[src/rtl/fetch_unit_pkg.sv]
// Shared CPU definitions used by the fetch stage: reset/NOP constants and the
// fetch-control state encoding.
package cpu_defs;

  localparam logic [31:0] NOP_WORD_DEFAULT = 32'h0000_0000;  // SLL $0,$0,0
  localparam logic [31:0] RESET_PC_DEFAULT = 32'h0000_0000;

  typedef enum logic [1:0] {
    RUN     = 2'd0,
    PENDING = 2'd1,
    FAULT   = 2'd2
  } fetch_state_t;

  function automatic logic is_misaligned(input logic [31:0] addr);
    return addr[1:0] != 2'b00;
  endfunction

endpackage

[src/rtl/fetch_unit_if.sv]
// Instruction-memory port of the fetch stage: word address and enable out,
// combinational read data back in the same cycle.
interface fetch_unit_if;

  logic [31:0] imem_addr;
  logic        imem_en;
  logic [31:0] imem_data;

  modport master (output imem_addr, output imem_en, input  imem_data);
  modport slave  (input  imem_addr, input  imem_en, output imem_data);

endinterface

[src/rtl/fetch_unit_next_pc.sv]
// Next-PC selection: jump-over-branch redirect priority, buffered target,
// sequential pc+4 (wraps mod 2^32) and target alignment check.
module fetch_next_pc
  import cpu_defs::*;
(
  input  logic [31:0] pc,
  input  logic        use_pend,
  input  logic [31:0] pend_tgt,
  input  logic        branch_taken,
  input  logic [31:0] branch_target,
  input  logic        jump,
  input  logic [31:0] jump_target,
  output logic        redirect,
  output logic [31:0] tgt,
  output logic [31:0] pc_plus4,
  output logic [31:0] next_pc,
  output logic        misaligned
);

  always_comb begin
    redirect = jump | branch_taken;
    tgt      = jump ? jump_target : branch_target;
    pc_plus4 = pc + 32'd4;
    next_pc  = pc_plus4;
    if (redirect) begin
      next_pc = tgt;
    end else if (use_pend) begin
      next_pc = pend_tgt;
    end
    // Only redirect targets can be misaligned; pc+4 from an aligned pc never is.
    misaligned = (redirect | use_pend) & is_misaligned(next_pc);
  end

endmodule

[src/rtl/fetch_unit.sv]
// Instruction-fetch stage: owns the PC, drives instruction memory and captures
// each fetched word into the IF/ID register with redirect, stall and fault control.
module fetch_unit
  import cpu_defs::*;
#(
  parameter logic [31:0] RESET_PC = RESET_PC_DEFAULT,
  parameter logic [31:0] NOP_WORD = NOP_WORD_DEFAULT
) (
  input  logic                Clk,
  input  logic                Reset,
  input  logic                stall,
  input  logic                flush,
  input  logic                branch_taken,
  input  logic [31:0]         branch_target,
  input  logic                jump,
  input  logic [31:0]         jump_target,
  fetch_unit_if.master        imem,
  output logic [31:0]         pc,
  output logic [31:0]         if_id_instr,
  output logic [31:0]         if_id_pc4,
  output logic                if_id_valid,
  output logic                addr_err
);

  fetch_state_t state_q, state_d;
  logic [31:0]  pc_q, pc_d;
  logic [31:0]  pend_tgt_q, pend_tgt_d;
  logic [31:0]  instr_q, instr_d;
  logic [31:0]  pc4_q, pc4_d;
  logic         valid_q, valid_d;
  logic         addr_err_q, addr_err_d;

  logic         redirect;
  logic [31:0]  tgt;
  logic [31:0]  pc_plus4;
  logic [31:0]  next_pc;
  logic         misaligned;

  fetch_next_pc u_next_pc (
    .pc            (pc_q),
    .use_pend      (state_q == PENDING),
    .pend_tgt      (pend_tgt_q),
    .branch_taken  (branch_taken),
    .branch_target (branch_target),
    .jump          (jump),
    .jump_target   (jump_target),
    .redirect      (redirect),
    .tgt           (tgt),
    .pc_plus4      (pc_plus4),
    .next_pc       (next_pc),
    .misaligned    (misaligned)
  );

  always_comb begin
    state_d    = state_q;
    pc_d       = pc_q;
    pend_tgt_d = pend_tgt_q;
    instr_d    = instr_q;
    pc4_d      = pc4_q;
    valid_d    = valid_q;
    addr_err_d = addr_err_q;

    if (state_q == FAULT) begin
      instr_d = NOP_WORD;
      pc4_d   = 32'd0;
      valid_d = 1'b0;
    end else begin
      // IF/ID: flush squashes, otherwise a non-stalled edge latches the word at pc
      // (including the delay slot of a redirect).
      if (flush) begin
        instr_d = NOP_WORD;
        pc4_d   = 32'd0;
        valid_d = 1'b0;
      end else if (!stall) begin
        instr_d = imem.imem_data;
        pc4_d   = pc_plus4;
        valid_d = 1'b1;
      end

      // A flush owns the pipeline, so the PC advances even while stalled.
      if (flush || !stall) begin
        if (misaligned) begin
          addr_err_d = 1'b1;
          state_d    = FAULT;
        end else begin
          pc_d    = next_pc;
          state_d = RUN;
        end
      end else if (redirect) begin
        pend_tgt_d = tgt;
        state_d    = PENDING;
      end
    end
  end

  always_ff @(posedge Clk) begin
    if (Reset) begin
      state_q    <= RUN;
      pc_q       <= RESET_PC;
      pend_tgt_q <= 32'd0;
      instr_q    <= NOP_WORD;
      pc4_q      <= 32'd0;
      valid_q    <= 1'b0;
      addr_err_q <= 1'b0;
    end else begin
      state_q    <= state_d;
      pc_q       <= pc_d;
      pend_tgt_q <= pend_tgt_d;
      instr_q    <= instr_d;
      pc4_q      <= pc4_d;
      valid_q    <= valid_d;
      addr_err_q <= addr_err_d;
    end
  end

  assign imem.imem_addr = pc_q;
  assign imem.imem_en   = (state_q != FAULT) && !stall;
  assign pc             = pc_q;
  assign if_id_instr    = instr_q;
  assign if_id_pc4      = pc4_q;
  assign if_id_valid    = valid_q;
  assign addr_err       = addr_err_q;

endmodule

[src/flat_wrapper.sv]
// flat-port wrapper written by rule: the top's interface ports become plain ports
module fetch_unit_flat import cpu_defs::*;
#(
  parameter logic [31:0] RESET_PC = RESET_PC_DEFAULT,
  parameter logic [31:0] NOP_WORD = NOP_WORD_DEFAULT
)
  (Clk, Reset, stall, flush, branch_taken, branch_target, jump, jump_target, pc, if_id_instr, if_id_pc4, if_id_valid, addr_err, imem_imem_addr, imem_imem_en, imem_imem_data);
  fetch_unit_if imem_i ();
  input  logic Clk;
  input  logic Reset;
  input  logic stall;
  input  logic flush;
  input  logic branch_taken;
  input  logic [31:0] branch_target;
  input  logic jump;
  input  logic [31:0] jump_target;
  output logic [31:0] pc;
  output logic [31:0] if_id_instr;
  output logic [31:0] if_id_pc4;
  output logic if_id_valid;
  output logic addr_err;
  output wire logic [$bits(imem_i.imem_addr)-1:0] imem_imem_addr;
  output wire logic [$bits(imem_i.imem_en)-1:0] imem_imem_en;
  input wire logic [$bits(imem_i.imem_data)-1:0] imem_imem_data;
  assign imem_imem_addr = imem_i.imem_addr;
  assign imem_imem_en = imem_i.imem_en;
  assign imem_i.imem_data = imem_imem_data;
  fetch_unit #(.RESET_PC(RESET_PC), .NOP_WORD(NOP_WORD)) u_core (.Clk(Clk), .Reset(Reset), .stall(stall), .flush(flush), .branch_taken(branch_taken), .branch_target(branch_target), .jump(jump), .jump_target(jump_target), .imem(imem_i), .pc(pc), .if_id_instr(if_id_instr), .if_id_pc4(if_id_pc4), .if_id_valid(if_id_valid), .addr_err(addr_err));
endmodule
[config.mk]
export PLATFORM = sky130hd
export DESIGN_NAME = fetch_unit_flat
export DESIGN_NICKNAME = d
export VERILOG_FILES = /design/src/rtl/fetch_unit_pkg.sv /design/src/rtl/fetch_unit_if.sv /design/src/rtl/fetch_unit_next_pc.sv /design/src/rtl/fetch_unit.sv /design/src/flat_wrapper.sv
export SDC_FILE = /design/constraint.sdc
export NUM_CORES = 1
export LEC_CHECK = 0
export ABC_AREA = 1
export BUFFER_PORTS_ARGS = -buffer_cell sky130_fd_sc_hd__buf_2
export CAP_MARGIN = 5
export CORE_MARGIN = 4
export CORE_UTILIZATION = 53
export CTS_BUF_LIST = sky130_fd_sc_hd__clkbuf_4
export DETAILED_ROUTE_END_ITERATION = 12
export GPL_TIMING_DRIVEN = 0
export PLACE_DENSITY = 0.8
export RECOVER_POWER = 100
export SYNTH_ARGS = -nofsm -noshare
export SYNTH_HDL_FRONTEND = slang
export SYNTH_SLANG_ARGS = --single-unit
[constraint.sdc]
create_clock -name Clk -period 2.3 [get_ports Clk]
set_input_delay 0.23 -clock Clk [delete_from_list [all_inputs] [get_ports Clk]]
set_output_delay 0.23 -clock Clk [all_outputs]
set_load 0.01 [all_outputs]
* After elaboration in Yosys (flattened, before gate mapping)
Cells that the tools add are included.
** Storage, ports and cells
- Register bits after elaboration :: 132
- Logic and storage cells :: 33
- Latch bits :: 0
- Bits of input ports :: 102
- Memories kept :: 0
- Output and inout port bits :: 131
- ROM bits :: 0
- Bits in writable memories :: 0
** Operators by class
- Reduce and logical (&&, ||, !) cells :: 10
- Eq/ne operators :: 3
- $lt $le $gt $ge :: 0
- Muxes and demuxes :: 6
- $mul :: 0
- Shifts and indexed selects :: 0
- Add/subtract/negate cells :: 1
- Bitwise operators :: 6
- Div/mod/pow operators :: 0
** Operators with widths (number)
- $mux 32 :: 3
- $add 32x3->32 const B :: 1
- $reduce_and 3->1 :: 3
- $mux 2 :: 3
- $reduce_bool 2->1 :: 2
- $not 1->1 :: 3
- $reduce_or 3->1 :: 1
- $eq 2x1->1 const B :: 1
- $eq 2x2->1 const B :: 1
- $ne 2x2->1 const B :: 1
- $or 1x1->1 :: 2
- $reduce_and 2->1 :: 1
- $and 1x1->1 :: 1
- $logic_and 1x1->1 :: 1
- $logic_not 1->1 :: 1
- $logic_or 1x1->1 :: 1

* Longest topological paths before layout
- Depth in word-level cells :: 7
- Mapped depth :: 12
- Mapped depth without buffers :: 12

* Cells and area by module
From an unflattened synthesis, not the netlist that was laid out.
** Second synthesis, totals
- Cell total of the unflattened synthesis :: 1305
- Area, all modules :: 7780.0 µm²
** Modules (own cells, without submodules)
- fetch_unit :: sequential area each 2642.5 µm², cells an instance 819, area each 5691.7 µm², instances 1
- fetch_next_pc :: sequential area each 0.0 µm², cells an instance 486, area each 2088.3 µm², instances 1

* Least setup slack after synthesis
OpenSTA, ideal clock, no wires.
- Path type :: register -> register
- Start point :: register u_core.pc_q[3] (netlist: u_core.imem.imem_addr[3])
- End point :: register u_core.pc_q[22] (netlist: u_core.imem.imem_addr[22])
- Data required time :: 2.188 ns
- Setup time :: 0.112 ns
- Arrival time :: 1.556 ns
- Setup slack :: 0.632 ns
- Path buffers :: 0
- Cell stages (with the launch flop) :: 13
- Path through :: dfxtp_1 ha_1 nand2_1 nor2_1 nand2_1 nor2_1 nand2_1 nand2_1 nand3_1 nand2_1 inv_1 nor2_1 nor2_1
** Between the ends
- Cells in the longest elaborated chain, start to end :: 3
** RTL lines
- start, declared :: RTL line fetch_unit.sv:26 : logic [31:0] pc_q, pc_d;
- start signal, assigned :: RTL line fetch_unit.sv:107 : pc_q <= pc_d;
- $add 32x3->32 :: RTL line fetch_unit_next_pc.sv:23 : pc_plus4 = pc + 32'd4;
- $mux 32 :: RTL line fetch_unit_next_pc.sv:27 : end else if (use_pend) begin
- $mux 32 :: RTL line fetch_unit_next_pc.sv:25 : if (redirect) begin
No other way between the ends.
A chain may end at the register's enable or synchronous reset.

* Worst setup path after layout
- Start point :: register u_core.pc_q[2] (netlist: u_core.imem.imem_addr[2])
- End point :: register u_core.pc_q[25] (netlist: u_core.imem.imem_addr[25])
The elaborated chain is that of the path after synthesis.

==> impl_metrics.tcl <==
set metrics [dict create \
    grt_pass1_vias 7026 \
    dieArea_um2 15400 \
    required_ns 2.76 \
    setup_slack_ns 0.0957 \
    met1_length_um 10200 \
    grt_pass1_wl_um 36100 \
    worst-path-max-fanout 6 \
    topRoutingLayerUsed "met4" \
    rsz0062_at_grt "false" \
    p_seq_share_pct 45.7 \
    fmax_mhz 454 \
    finalCriticalPeriod_ns 2.20 \
    run_status "finished clean" \
    leakagePower_nw 4.47 \
    hpwl_um 18100 \
    finalSetupViolations 0 \
    vias 7967 \
    postCtsSetupBuffers 0 \
    worstMarginPinSlew_ns 0.607 \
    floorplan.initialDensity_pct 54.0 \
    final_antenna_net_count 0 \
    combPwrFrac_pct 26.3 \
    viasPerCell 5.04 \
    io_pins 233 \
    synthCells 1107 \
    synth_cell_types 30 \
    pwr_density_cell_nw_per_um2 644 \
    syn_area_um2 7150 \
    clock_sinks 132 \
    max_cap_viol_count 0 \
    synth_seq_area_share_pct 37.0 \
    die_y_um 124 \
    drive_gt1_share_pct 18.0 \
    rows 42 \
    areaGrowthSynthToFinish_pct 26.3 \
    slew_headroom_pct 59.5 \
    skew_ns 0.0181 \
    grt_max_degree 17 \
    die_x_um 124 \
    internal_power_mw 3.76 \
    postLayoutCoreUtil_pct 68.2 \
    drc 0 \
    pwr-share-clk_pct 28.0 \
    hold_buffers 34 \
    peakVddDrop_mv 0.324 \
    cp.arrival_ns 2.66 \
    place_area_um2 8530 \
    setup_tns_ns 0 \
    cts_tree "built" \
    clk_latency_ns 0.56 \
    wl_per_cell_um 15.2 \
    yosys_warnings 0 \
    cts_made_buffers 17 \
    postSynthAreaPerCell_um2 6.45 \
    dr.pass1.iters 6 \
    clk_pin_slew_ns 0.12 \
    n_fill_cell 1231 \
    syn-num-nets 1210 \
    core-area_um2 13200 \
    grt_use_total_pct 30.1 \
    hold_viol 0 \
    pre_cts_ws_ns 0.234 \
    hold_ws_ns 0.103 \
    wl_met3_um 2270 \
    grt-ovfl-total 0 \
    cp-start-kind "flip-flop" \
    path_class "reg -> reg" \
    drt_wl_total_um 24100 \
    drtIter0Drc 566 \
    io_buffers 232 \
    gp_congestion 0.944 \
    dp.cells 1515 \
    synth_seq_cells 132 \
    fin_nets 1495 \
    switching_share_pct 35.4 \
    antenna_found_initial 0 \
    final_cell_count_no_fill 1582 \
    cts.htree.levels 4 \
    root_buffer "clkbuf_4" \
    fin_area_um2 9030 \
    slew_violations 0 \
    p_total_mw 5.81 \
    min_path_type "in -> reg" \
    wl_met2_um 10900 \
    worstSetupEndpointType "flip-flop" \
    cts_resized 0 \
    clockBufferDepth 2 \
    finalCritPeriodShare_pct 95.8 \
    netSwitchingPower_mw 2.06 \
]
-- routing by layer --
layer	track usage, %	vias up
met5	0	-
met4	10.8	0
met3	5.99	57
met2	48.5	375
met1	40.1	3522
li1	-	4013
-- critical path, cell delays in order, from the launching register on --
cell and delay (ns):
dfxtp_1 0.46, inv_1 0.12, nor2_1 0.43, nand2_1 0.28
nor2_1 0.31, nand2_1 0.09, nand2_1 0.08, nand3_1 0.10
nand2_1 0.09, inv_1 0.04, nor2_1 0.08, nor2_1 0.04
-- kinds of logic after synthesis --
logic type	synth area share, %
buf+inv	15.5
flops	37.0
compound gates	14.3
simple gates	28.1
xor+xnor	0.858
mux	4.10
fa+ha+maj	0.175
-- cells in the final DEF (no fill, tap or decap), types with 2 or more instances in the layout --
| master | n |
|---|---|
| nand2_1 | 276 |
| inv_1 | 149 |
| buf_2 | 143 |
| clkbuf_1 | 138 |
| nor2_1 | 132 |
| dfxtp_1 | 132 |
| a21oi_1 | 83 |
| nand3_1 | 81 |
| o21ai_0 | 67 |
| clkbuf_4 | 49 |
| dlygate4sd3_1 | 34 |
| mux2_2 | 26 |
| o211ai_1 | 20 |
| o21ai_1 | 15 |
| inv_2 | 6 |
| buf_4 | 6 |
| xor2_1 | 6 |
| clkinv_1 | 5 |
| clkbuf_2 | 3 |
| o21bai_1 | 3 |
| clkinv_4 | 3 |
| clkinvlp_4 | 3 |
| inv_6 | 3 |
| or2_1 | 2 |
| nor2_2 | 2 |
| nand2_2 | 2 |
| buf_1 | 2 |
| a31oi_1 | 2 |
| bufinv_16 | 2 |
-- power groups by stage --
stage | Combinational [mW] | Clock [mW] | Sequential, mW
after global placement | 1.48 | 0 | 2.69
after floorplan | 0.898 | 0 | 2.70
after global routing | 1.69 | 1.73 | 2.68
after detailed placement | 1.50 | 0 | 2.70
after CTS | 1.55 | 1.64 | 2.65
final | 1.53 | 1.63 | 2.66
-- registers in the layout, indices dropped and copies added, names as in the netlist --
| name | flops |
|---|---|
| u_core.if_id_instr | 32 |
| u_core.if_id_pc4 | 32 |
| u_core.imem.imem_addr | 32 |
| u_core.pend_tgt_q | 32 |
| u_core.state_q | 2 |
| u_core.addr_err | 1 |
| u_core.if_id_valid | 1 |
-- synthesized netlist by cell type (all sizes together) --
cell type  count  area, um2
o21bai         3       22.5
dfxtp        132       2640
xnor2          1       8.76
o21ai         83        419
mux2          26        293
inv          157        589
and2           1       6.26
buf           56        374
nor2         134        515
nand3         81        405
xor2           6       52.6
nand4          1       6.26
o211ai        20        150
nor3           1       10.0
clkinv         3       11.3
or2            3       18.8
a21oi         83        415
a31oi          2       12.5
ha             1       12.5
clkbuf        35        131
nand2        278       1050
-- worst paths after layout --
path | from | endpoint | slack, ns | depth (start not counted)
max reg2reg | u_core.imem.imem_addr[2] | u_core.imem.imem_addr[25] | 0.1 | 11
max | u_core.imem.imem_addr[2] | u_core.imem.imem_addr[25] | 0.1 | 11
min | jump_target[15] | u_core.pend_tgt_q[15] | 0.10 | 4
min reg2reg | u_core.pend_tgt_q[22] | u_core.pend_tgt_q[22] | 0.45 | 2
-- area by class of cell --
type | count | area [um2] | share of cell area [%]
Multi-Input combinational cell | 724 | 3390 | 37.5
Sequential cell | 132 | 2640 | 29.3
Timing Repair Buffer | 266 | 1380 | 15.2
Inverter | 160 | 601 | 6.65
Buffer | 91 | 503 | 5.57
Tap cell | 176 | 220 | 2.44
Clock inverter | 13 | 151 | 1.68
Clock buffer | 19 | 143 | 1.58
Antenna cell | 1 | 2.50 | 0.0277
Power figures use the tool's default switching activity.
